--- src/rtl/fp_minmax_pipe.sv ---
// Multi-lane IEEE-754 single-precision min/max with RISC-V NaN/signed-zero rules.
// Compare happens in stage 0; remaining LATENCY-1 stages are a stallable delay line.
module fp_minmax_pipe #(
  parameter int unsigned LANES   = 4,
  parameter int unsigned LATENCY = 1,
  parameter int unsigned TAG_W   = 8
) (
  input  logic                   clock,
  input  logic                   reset,
  input  logic                   in_valid,
  output logic                   in_ready,
  input  logic                   in_op_max,
  input  logic [LANES-1:0]       in_lane_en,
  input  logic [32*LANES-1:0]    in_a,
  input  logic [32*LANES-1:0]    in_b,
  input  logic [TAG_W-1:0]       in_tag,
  output logic                   out_valid,
  input  logic                   out_ready,
  output logic [32*LANES-1:0]    out_q,
  output logic [LANES-1:0]       out_nv,
  output logic [TAG_W-1:0]       out_tag
);

  function automatic logic is_nan(input logic [31:0] x);
    return (x[30:23] == 8'hFF) && (x[22:0] != '0);
  endfunction

  function automatic logic is_snan(input logic [31:0] x);
    return is_nan(x) && !x[22];
  endfunction

  // Sign-magnitude ordering; differing signs puts -0.0 below +0.0.
  function automatic logic less_than(input logic [31:0] x, input logic [31:0] y);
    if (x[31] != y[31]) return x[31];
    if (x[31])          return x[30:0] > y[30:0];
    return x[30:0] < y[30:0];
  endfunction

  function automatic logic [31:0] lane_result(input logic op_max, input logic en,
                                              input logic [31:0] a, input logic [31:0] b);
    logic a_nan;
    logic b_nan;
    a_nan = is_nan(a);
    b_nan = is_nan(b);
    if (!en)                 return '0;
    if (a_nan && b_nan)      return 32'h7FC0_0000;
    if (a_nan)               return b;
    if (b_nan)               return a;
    if (op_max)              return less_than(a, b) ? b : a;
    return less_than(b, a) ? b : a;
  endfunction

  logic                   advance;
  logic [32*LANES-1:0]    res0;
  logic [LANES-1:0]       nv0;

  logic [LATENCY-1:0]     vld_q, vld_d;
  logic [32*LANES-1:0]    res_q [LATENCY];
  logic [32*LANES-1:0]    res_d [LATENCY];
  logic [LANES-1:0]       nv_q  [LATENCY];
  logic [LANES-1:0]       nv_d  [LATENCY];
  logic [TAG_W-1:0]       tag_q [LATENCY];
  logic [TAG_W-1:0]       tag_d [LATENCY];

  assign out_valid = vld_q[LATENCY-1];
  assign advance   = !out_valid || out_ready;
  assign in_ready  = advance;

  always_comb begin
    res0 = '0;
    nv0  = '0;
    for (int unsigned i = 0; i < LANES; i++) begin
      res0[32*i +: 32] = lane_result(in_op_max, in_lane_en[i], in_a[32*i +: 32], in_b[32*i +: 32]);
      nv0[i]           = in_lane_en[i] && (is_snan(in_a[32*i +: 32]) || is_snan(in_b[32*i +: 32]));
    end
  end

  always_comb begin
    vld_d = vld_q;
    res_d = res_q;
    nv_d  = nv_q;
    tag_d = tag_q;
    if (advance) begin
      vld_d[0] = in_valid;
      res_d[0] = res0;
      nv_d[0]  = nv0;
      tag_d[0] = in_tag;
      for (int unsigned s = 1; s < LATENCY; s++) begin
        vld_d[s] = vld_q[s-1];
        res_d[s] = res_q[s-1];
        nv_d[s]  = nv_q[s-1];
        tag_d[s] = tag_q[s-1];
      end
    end
  end

  always_ff @(posedge clock or posedge reset) begin
    if (reset) vld_q <= '0;
    else       vld_q <= vld_d;
  end

  // Payload is qualified by the valid bits, so it carries no reset.
  always_ff @(posedge clock) begin
    res_q <= res_d;
    nv_q  <= nv_d;
    tag_q <= tag_d;
  end

  assign out_q   = out_valid ? res_q[LATENCY-1] : '0;
  assign out_nv  = out_valid ? nv_q[LATENCY-1]  : '0;
  assign out_tag = out_valid ? tag_q[LATENCY-1] : '0;

endmodule

--- config.mk ---
export PLATFORM = sky130hd
export DESIGN_NAME = fp_minmax_pipe
export DESIGN_NICKNAME = d
export VERILOG_FILES = /design/src/rtl/fp_minmax_pipe.sv
export SDC_FILE = /design/constraint.sdc
export NUM_CORES = 1
export LEC_CHECK = 0
export CORE_AREA = 2 2 162 164
export DETAILED_ROUTE_END_ITERATION = 8
export DIE_AREA = 0 0 164 166
export GPL_ROUTABILITY_DRIVEN = 0
export PLACE_DENSITY_LB_ADDON = 0.08
export SLEW_MARGIN = 20
export SYNTH_ARGS = -nofsm -noshare
export SYNTH_HDL_FRONTEND = slang
export SYNTH_SLANG_ARGS = --single-unit
--- constraint.sdc ---
create_clock -name clock -period 8 [get_ports clock]
set_clock_uncertainty 0.2 [all_clocks]
set_input_delay 1.2 -clock clock [delete_from_list [all_inputs] [get_ports clock]]
set_output_delay 1.2 -clock clock [all_outputs]
set_load 0.05 [all_outputs]
==> results.py, run 1 <==
metrics = {
    "clocking": {
        "cts_tree": "yes",
        "numCtsBuffers": 17,
        "postCtsSetupRepairBufs": 0,
        "cts_resized": 0,
        "cts_root_buf": "clkbuf_16",
        "holdBufCountCts": 0,
        "clk_latency_ns": 0.43,
        "htreeDepth": 4,
        "clkSinkCount": 141,
        "clk_pin_slew_ns": 0.06,
        "clockBufferDepth": 2,
    },
    "timing": {
        "finalSetupTns_ns": 0,
        "setup_viol": 0,
        "tightest_slew_ns": 1.092,
        "fin_ws_ns": 2.890,
        "fmax_mhz": 195.7,
        "rsz0062_at_grt": "no",
        "slew_viol_final": 0,
        "relSlewSlack_pct": 27.18,
        "period_share_pct": 63.88,
        "min_period_ns": 5.110,
        "hold_violations": 0,
    },
    "floorplan": {
        "io_pins": 415,
        "die_x_microns": 164,
        "initial_core_util_pct": 46.92,
        "fp.dieArea_sq_mm": 0.02722,
        "coreArea_sq_mm": 0.02562,
        "num_rows": 59,
        "die_h_microns": 166,
    },
    "route": {
        "viasPerCell": 5.746,
        "num_vias": 12110,
        "dr.pass1.iters": 5,
        "drc": 0,
        "wl_per_cell_microns": 18.84,
        "routed_wl_mm": 39.71,
        "drt_iter0_markers": 1071,
        "ant_nets": 0,
    },
    "yosys": {
        "synth_area_leaders": "edfxtp_1 (35%), ha_1 (14%), and2_1 (7.8%), nand2_1 (4.7%), inv_1 (4.7%)",
        "synth.yosys.seq_area_share_pct": 35.19,
        "ys_ff_latch": 141,
        "yosysTopAreaCellShare_pct": 34.98,
        "ys_types": 59,
        "synth_area_sq_mm": 0.01202,
        "synth_edf_count": 140,
        "synth-async-reset-ratio_pct": 0.7092,
        "syn_avg_cell_area_sq_um": 8.728,
        "syn_inst": 1377,
        "synth_nets": 1782,
        "synthFlopType": "edfxtp_1",
        "yosys.area.top_type": "edfxtp_1",
        "ys_warn_count": 0,
    },
    "critical_path": {
        "crit_path_end_kind": "register",
        "cp_max_fo": 17,
        "critPathArrivalTime_ns": 5.18,
        "critical_path_class": "in -> reg",
        "crit_start": "in_a[54]",
        "cp-start-kind": "input pin",
        "critical_path_required_ns": 8.07,
        "r2r_start": "out_valid",
    },
    "finish": {
        "fin_nets": 2163,
        "synthToLayoutAreaGrowth_pct": 41.69,
        "drive_gt1_share_pct": 3.501,
    },
    "global_route": {
        "grt_pass1_wl_mm": 61.87,
        "antenna_found_initial": 2,
        "grt_usage_pct": 28.62,
        "use_met3_pct": 6.369,
        "grt.busiest_layer": "met2",
        "grt_max_degree": 106,
        "grt_pass1_vias": 11740,
        "grt.met2_usage_pct": 49.14,
        "grt_overflow": 0,
        "met1_usage_pct": 34.88,
    },
    "run": {
        "max_cap_viol_count": 0,
    },
    "power": {
        "p_leak_nw": 7.226,
        "max-vdd-ir-drop_mv": 0.1103,
        "finalPower_mw": 2.801,
        "p_per_area_mw_per_mm2": 164.5,
    },
    "placement": {
        "dp_hpwl_mm": 30.44,
        "port_buffers": 414,
        "dp_slack_ns": 2.508,
    },
    "min_path": {
        "hp-class": "in -> async",
    },
    "outcome": {
        "status": "completed",
    },
}
## cell type report
class / count / area, sq um
Timing Repair Buffer: 428 / 4249
Clock buffer: 18 / 429.2
Clock inverter: 14 / 143.9
Antenna cell: 2 / 5.005
Sequential cell: 141 / 4233
Multi-Input combinational cell: 1021 / 6989
Tap cell: 335 / 419.2
Inverter: 149 / 559.3
Fill cell: 2148 / 8588
## critical path: stages
cell	delay, ns
clkdlybuf4s50_1	0.56
inv_1	0.11
ha_1	0.32
and4_1	0.21
and4bb_1	0.26
a31oi_1	0.12
and2_1	0.19
a221oi_1	0.48
a211oi_2	0.17
nor3_2	0.86
buf_4	0.45
mux2i_1	0.26
## flip-flops by register name (all words and copies together) (netlist names)
name       cells
nv_q           4
out_valid      1
res_q        128
tag_q          8
## cells in the final DEF (no fill, tap or decap), drive strengths merged, types with 4 or more instances in the layout
cell type	instances
ha	132
mux2i	53
nor3	16
a21boi	4
o31a	4
a221oi	9
inv	152
nor4	43
nand4	49
a21oi	79
buf	14
a21o	19
nand3	81
o21ai	64
nand2	150
clkbuf	18
edfxtp	140
o211a	4
a211oi	10
nor2b	5
o311ai	7
nor2	36
a31oi	8
o22ai	26
clkdlybuf4s50	414
o211ai	12
nand2b	5
clkinv	6
o21a	10
o311a	5
and2	150
o2111ai	7
## routing by layer
metal  wire length (microns)  part of all wire, %
met1                   15800                   40
met2                   19410                   49
met3                    3199                  8.1
met4                    1301                  3.3
met5                       0                    0
## power breakdown
group / switching, mW / internal (mW) / leakage, nW / total [mW]
combinational: 0.634 / 0.427 / 5.46 / 1.06
sequential: 0.0207 / 0.918 / 1.49 / 0.938
clock: 0.342 / 0.459 / 0.272 / 0.802
total: 0.997 / 1.80 / 7.23 / 2.80
## synthesized netlist by cell type, drive strengths merged, types with 36 or more instances
cell type and instances:
and2 150, nor2 36, o21ai 64, a21oi 79, nand3 81, nor4 43
mux2i 53, inv 149, clkbuf 57, nand4 49, ha 132, edfxtp 140
nand2 150
## kinds of logic (layout without fill, tap and decap cells)
| group | count (synthesis) | after routing | share of synthesized area [%] |
|---|---|---|---|
| multiplexers | 55 | 55 | 4.602 |
| buffers and inverters | 215 | 609 | 7.080 |
| AO/OA/AOI/OAI | 284 | 284 | 15.45 |
| flip-flops | 141 | 141 | 35.19 |
| AND/OR/NAND/NOR | 550 | 550 | 23.94 |
| adder cells (fa/ha/maj) | 132 | 132 | 13.74 |
| other | 0 | 2 | 0 |
## final timing paths
path                                  end  slack [ns]  cells past startpoint
worst max-delay path            res_q[44]        2.89                     12
worst min-delay path            out_valid        0.70                      2
worst max register to register  res_q[19]        5.52                      2
worst min register to register  out_valid        1.05                      2
max in group asynchronous       out_valid        6.80                      2
min in group clock              out_valid        1.05                      2
## metrics by stage
step | hold slack (ns) | utilization (%) | area [sq um] | cells
2_1_floorplan | 0.7287 | - | 12020 | 1377
3_3_place_gp | 1.033 | 64.19 | 16440 | 2074
3_5_place_dp | 1.053 | 64.19 | 16440 | 2074
4_1_cts | 0.6920 | 66.42 | 17020 | 2106
5_1_grt | 0.7073 | 66.47 | 17030 | 2108
6_report | 0.7014 | 66.47 | 17030 | 2108
Note: power is estimated with default switching activity, not from simulation.
==> run 2, diff against run 1 <==
--- a/config.mk
+++ b/config.mk
@@ -5,9 +5,9 @@
 export SDC_FILE = /design/constraint.sdc
 export NUM_CORES = 1
 export LEC_CHECK = 0
-export CORE_AREA = 2 2 162 164
+export CORE_AREA = 2 2 182 166
 export DETAILED_ROUTE_END_ITERATION = 8
-export DIE_AREA = 0 0 164 166
+export DIE_AREA = 0 0 184 168
 export GPL_ROUTABILITY_DRIVEN = 0
 export PLACE_DENSITY_LB_ADDON = 0.08
 export SLEW_MARGIN = 20
==> constraint.sdc (replaced) <==
create_clock -name clock -period 4.59 [get_ports clock]
set_clock_uncertainty 0.2 [all_clocks]
set_input_delay 0.6885 -clock clock [delete_from_list [all_inputs] [get_ports clock]]
set_output_delay 0.6885 -clock clock [all_outputs]
set_load 0.05 [all_outputs]
==> results.py, run 2 (synthesized netlist as in run 1, its figures left out) <==
metrics = {
    "outcome": {
        "status": "completed",
    },
    "critical_path": {
        "critical_path.top_delay_family": "buffers and inverters",
        "cp_num_buf_inv": 3,
        "critical_path_required_ns": 4.55,
        "slowest_stage": "clkdlybuf4s50_1",
        "critPathArrivalTime_ns": 3.85,
        "cp_slowest_stage_delay_ns": 0.58,
        "crit_chain": "clkdlybuf4s50_1, inv_1, ha_1, nand4_1, nor4_1, a21boi_1, mux2_2, a211oi_1, nor3_2, buf_4, mux2i_1",
        "cp_max_fo": 15,
        "cp-start-kind": "input pin",
        "critical_path_class": "in -> reg",
        "crit_path_end_kind": "register",
    },
    "floorplan": {
        "die_x_microns": 184,
        "coreArea_sq_mm": 0.02928,
        "fp.dieArea_sq_mm": 0.03091,
        "num_rows": 60,
        "die_h_microns": 168,
        "initial_core_util_pct": 41.05,
        "io_pins": 415,
    },
    "power": {
        "clkPwrFrac_pct": 29.7,
        "switching_power_mw": 1.766,
        "p_comb_share_pct": 37.5,
        "seqPwrFrac_pct": 32.8,
        "max-vdd-ir-drop_mv": 0.1869,
        "switching_share_pct": 35.47,
        "p_leak_nw": 7.310,
        "finalPower_mw": 4.979,
        "p_per_area_mw_per_mm2": 289.5,
        "cellInternalPower_mw": 3.213,
    },
    "finish": {
        "regArea_sq_mm": 0.004233,
        "fill_cells": 2610,
        "largest_register_ffs": 128,
        "reg_top3": "res_q x128, tag_q x8, nv_q x4",
        "fin_area_sq_mm": 0.01720,
        "layout_common_cells": "clkdlybuf4s50_1 (414), and2_1 (150), nand2_1 (150), inv_1 (149), edfxtp_1 (140)",
        "final_common_cell": "clkdlybuf4s50_1",
        "fin_nets": 2176,
        "diodes": 0,
        "regMostFlops": "res_q",
        "synthToLayoutAreaGrowth_pct": 43.13,
        "drive_gt1_share_pct": 4.260,
        "final_util_pct": 58.75,
        "multi_input_area_sq_mm": 0.006975,
    },
    "route": {
        "num_vias": 12090,
        "dr.pass1.iters": 5,
        "ant_nets": 0,
        "viasPerCell": 5.606,
        "routed_wl_mm": 40.88,
        "drt_iter0_markers": 831,
        "wl_per_cell_microns": 18.96,
        "drc": 0,
    },
    "timing": {
        "tightest_slew_ns": 0.8426,
        "slew_viol_final": 0,
        "relSlewSlack_pct": 43.65,
        "finalSetupTns_ns": 0,
        "fin_ws_ns": 0.7041,
        "rsz0062_at_grt": "no",
        "period_share_pct": 84.66,
        "fmax_mhz": 257.3,
        "hold_violations": 0,
        "min_period_ns": 3.886,
        "setup_viol": 0,
    },
    "clocking": {
        "clkSinkCount": 141,
        "clk_latency_ns": 0.42,
        "postCtsSetupRepairBufs": 0,
        "cts_root_buf": "clkbuf_16",
        "numCtsBuffers": 17,
        "holdBufCountCts": 0,
        "clk_pin_slew_ns": 0.06,
        "cts_tree": "yes",
        "clockBufferDepth": 2,
        "cts_resized": 0,
        "htreeDepth": 4,
    },
    "global_route": {
        "grt_max_degree": 142,
        "grt_usage_pct": 25.94,
        "grt_pass1_vias": 11850,
        "antenna_found_initial": 4,
        "grt_pass1_wl_mm": 63.43,
        "grt_overflow": 0,
    },
    "placement": {
        "placed_area_sq_mm": 0.01660,
        "dp_slack_ns": 0.3526,
        "port_buffers": 414,
        "dp_hpwl_mm": 31.18,
    },
    "run": {
        "max_cap_viol_count": 0,
    },
    "min_path": {
        "hp-class": "in -> async",
    },
}
[run 2: power groups by stage]
| stage | clock (mW) | sequential (mW) | combinational, mW |
|---|---|---|---|
| floorplan | 0 | 1.65 | 1.11 |
| global placement | 0 | 1.66 | 1.84 |
| detailed placement | 0 | 1.66 | 1.86 |
| CTS | 1.51 | 1.63 | 1.87 |
| global route | 1.54 | 1.65 | 2.00 |
| finish | 1.48 | 1.63 | 1.87 |
[run 2: layer usage]
layer	global-route usage (%)	share of wire [%]	wire, microns	vias up
met5	0	0.093	38	-
met4	7.722	2.3	929	6
met3	7.311	9.2	3779	71
met2	43.23	46	19010	561
met1	32.66	42	17130	5649
li1	-	-	-	5800
[run 2: worst paths after layout]
kind	end	start	slack, ns	cells past startpoint
setup / recovery	res_q[7]	in_a[30]	0.70	11
hold / removal	out_valid	reset	0.28	2
setup reg to reg	res_q[30]	out_valid	2.28	3
hold reg to reg	nv_q[1]	out_valid	1.48	3
max in group asynchronous	out_valid	reset	3.80	2
min in group clock	tag_q[2]	in_tag[2]	0.62	1
[run 2: per-stage QoR]
step                      std cells  hold WS [ns]
after global routing           2156        0.2960
after floorplan                1377        0.2172
after detailed placement       2124        0.7466
after global placement         2124        0.7465
after CTS                      2156        0.2911
final                          2156        0.2811
[run 2: final cells by class]
type / instances / share of cell area (%)
clock buffer: 18 / 2.495
multi-input combinational: 1021 / 40.55
tap: 372 / 2.706
timing repair buffer: 441 / 25.41
inverter: 149 / 3.251
clock inverter: 14 / 0.9747
sequential: 141 / 24.61
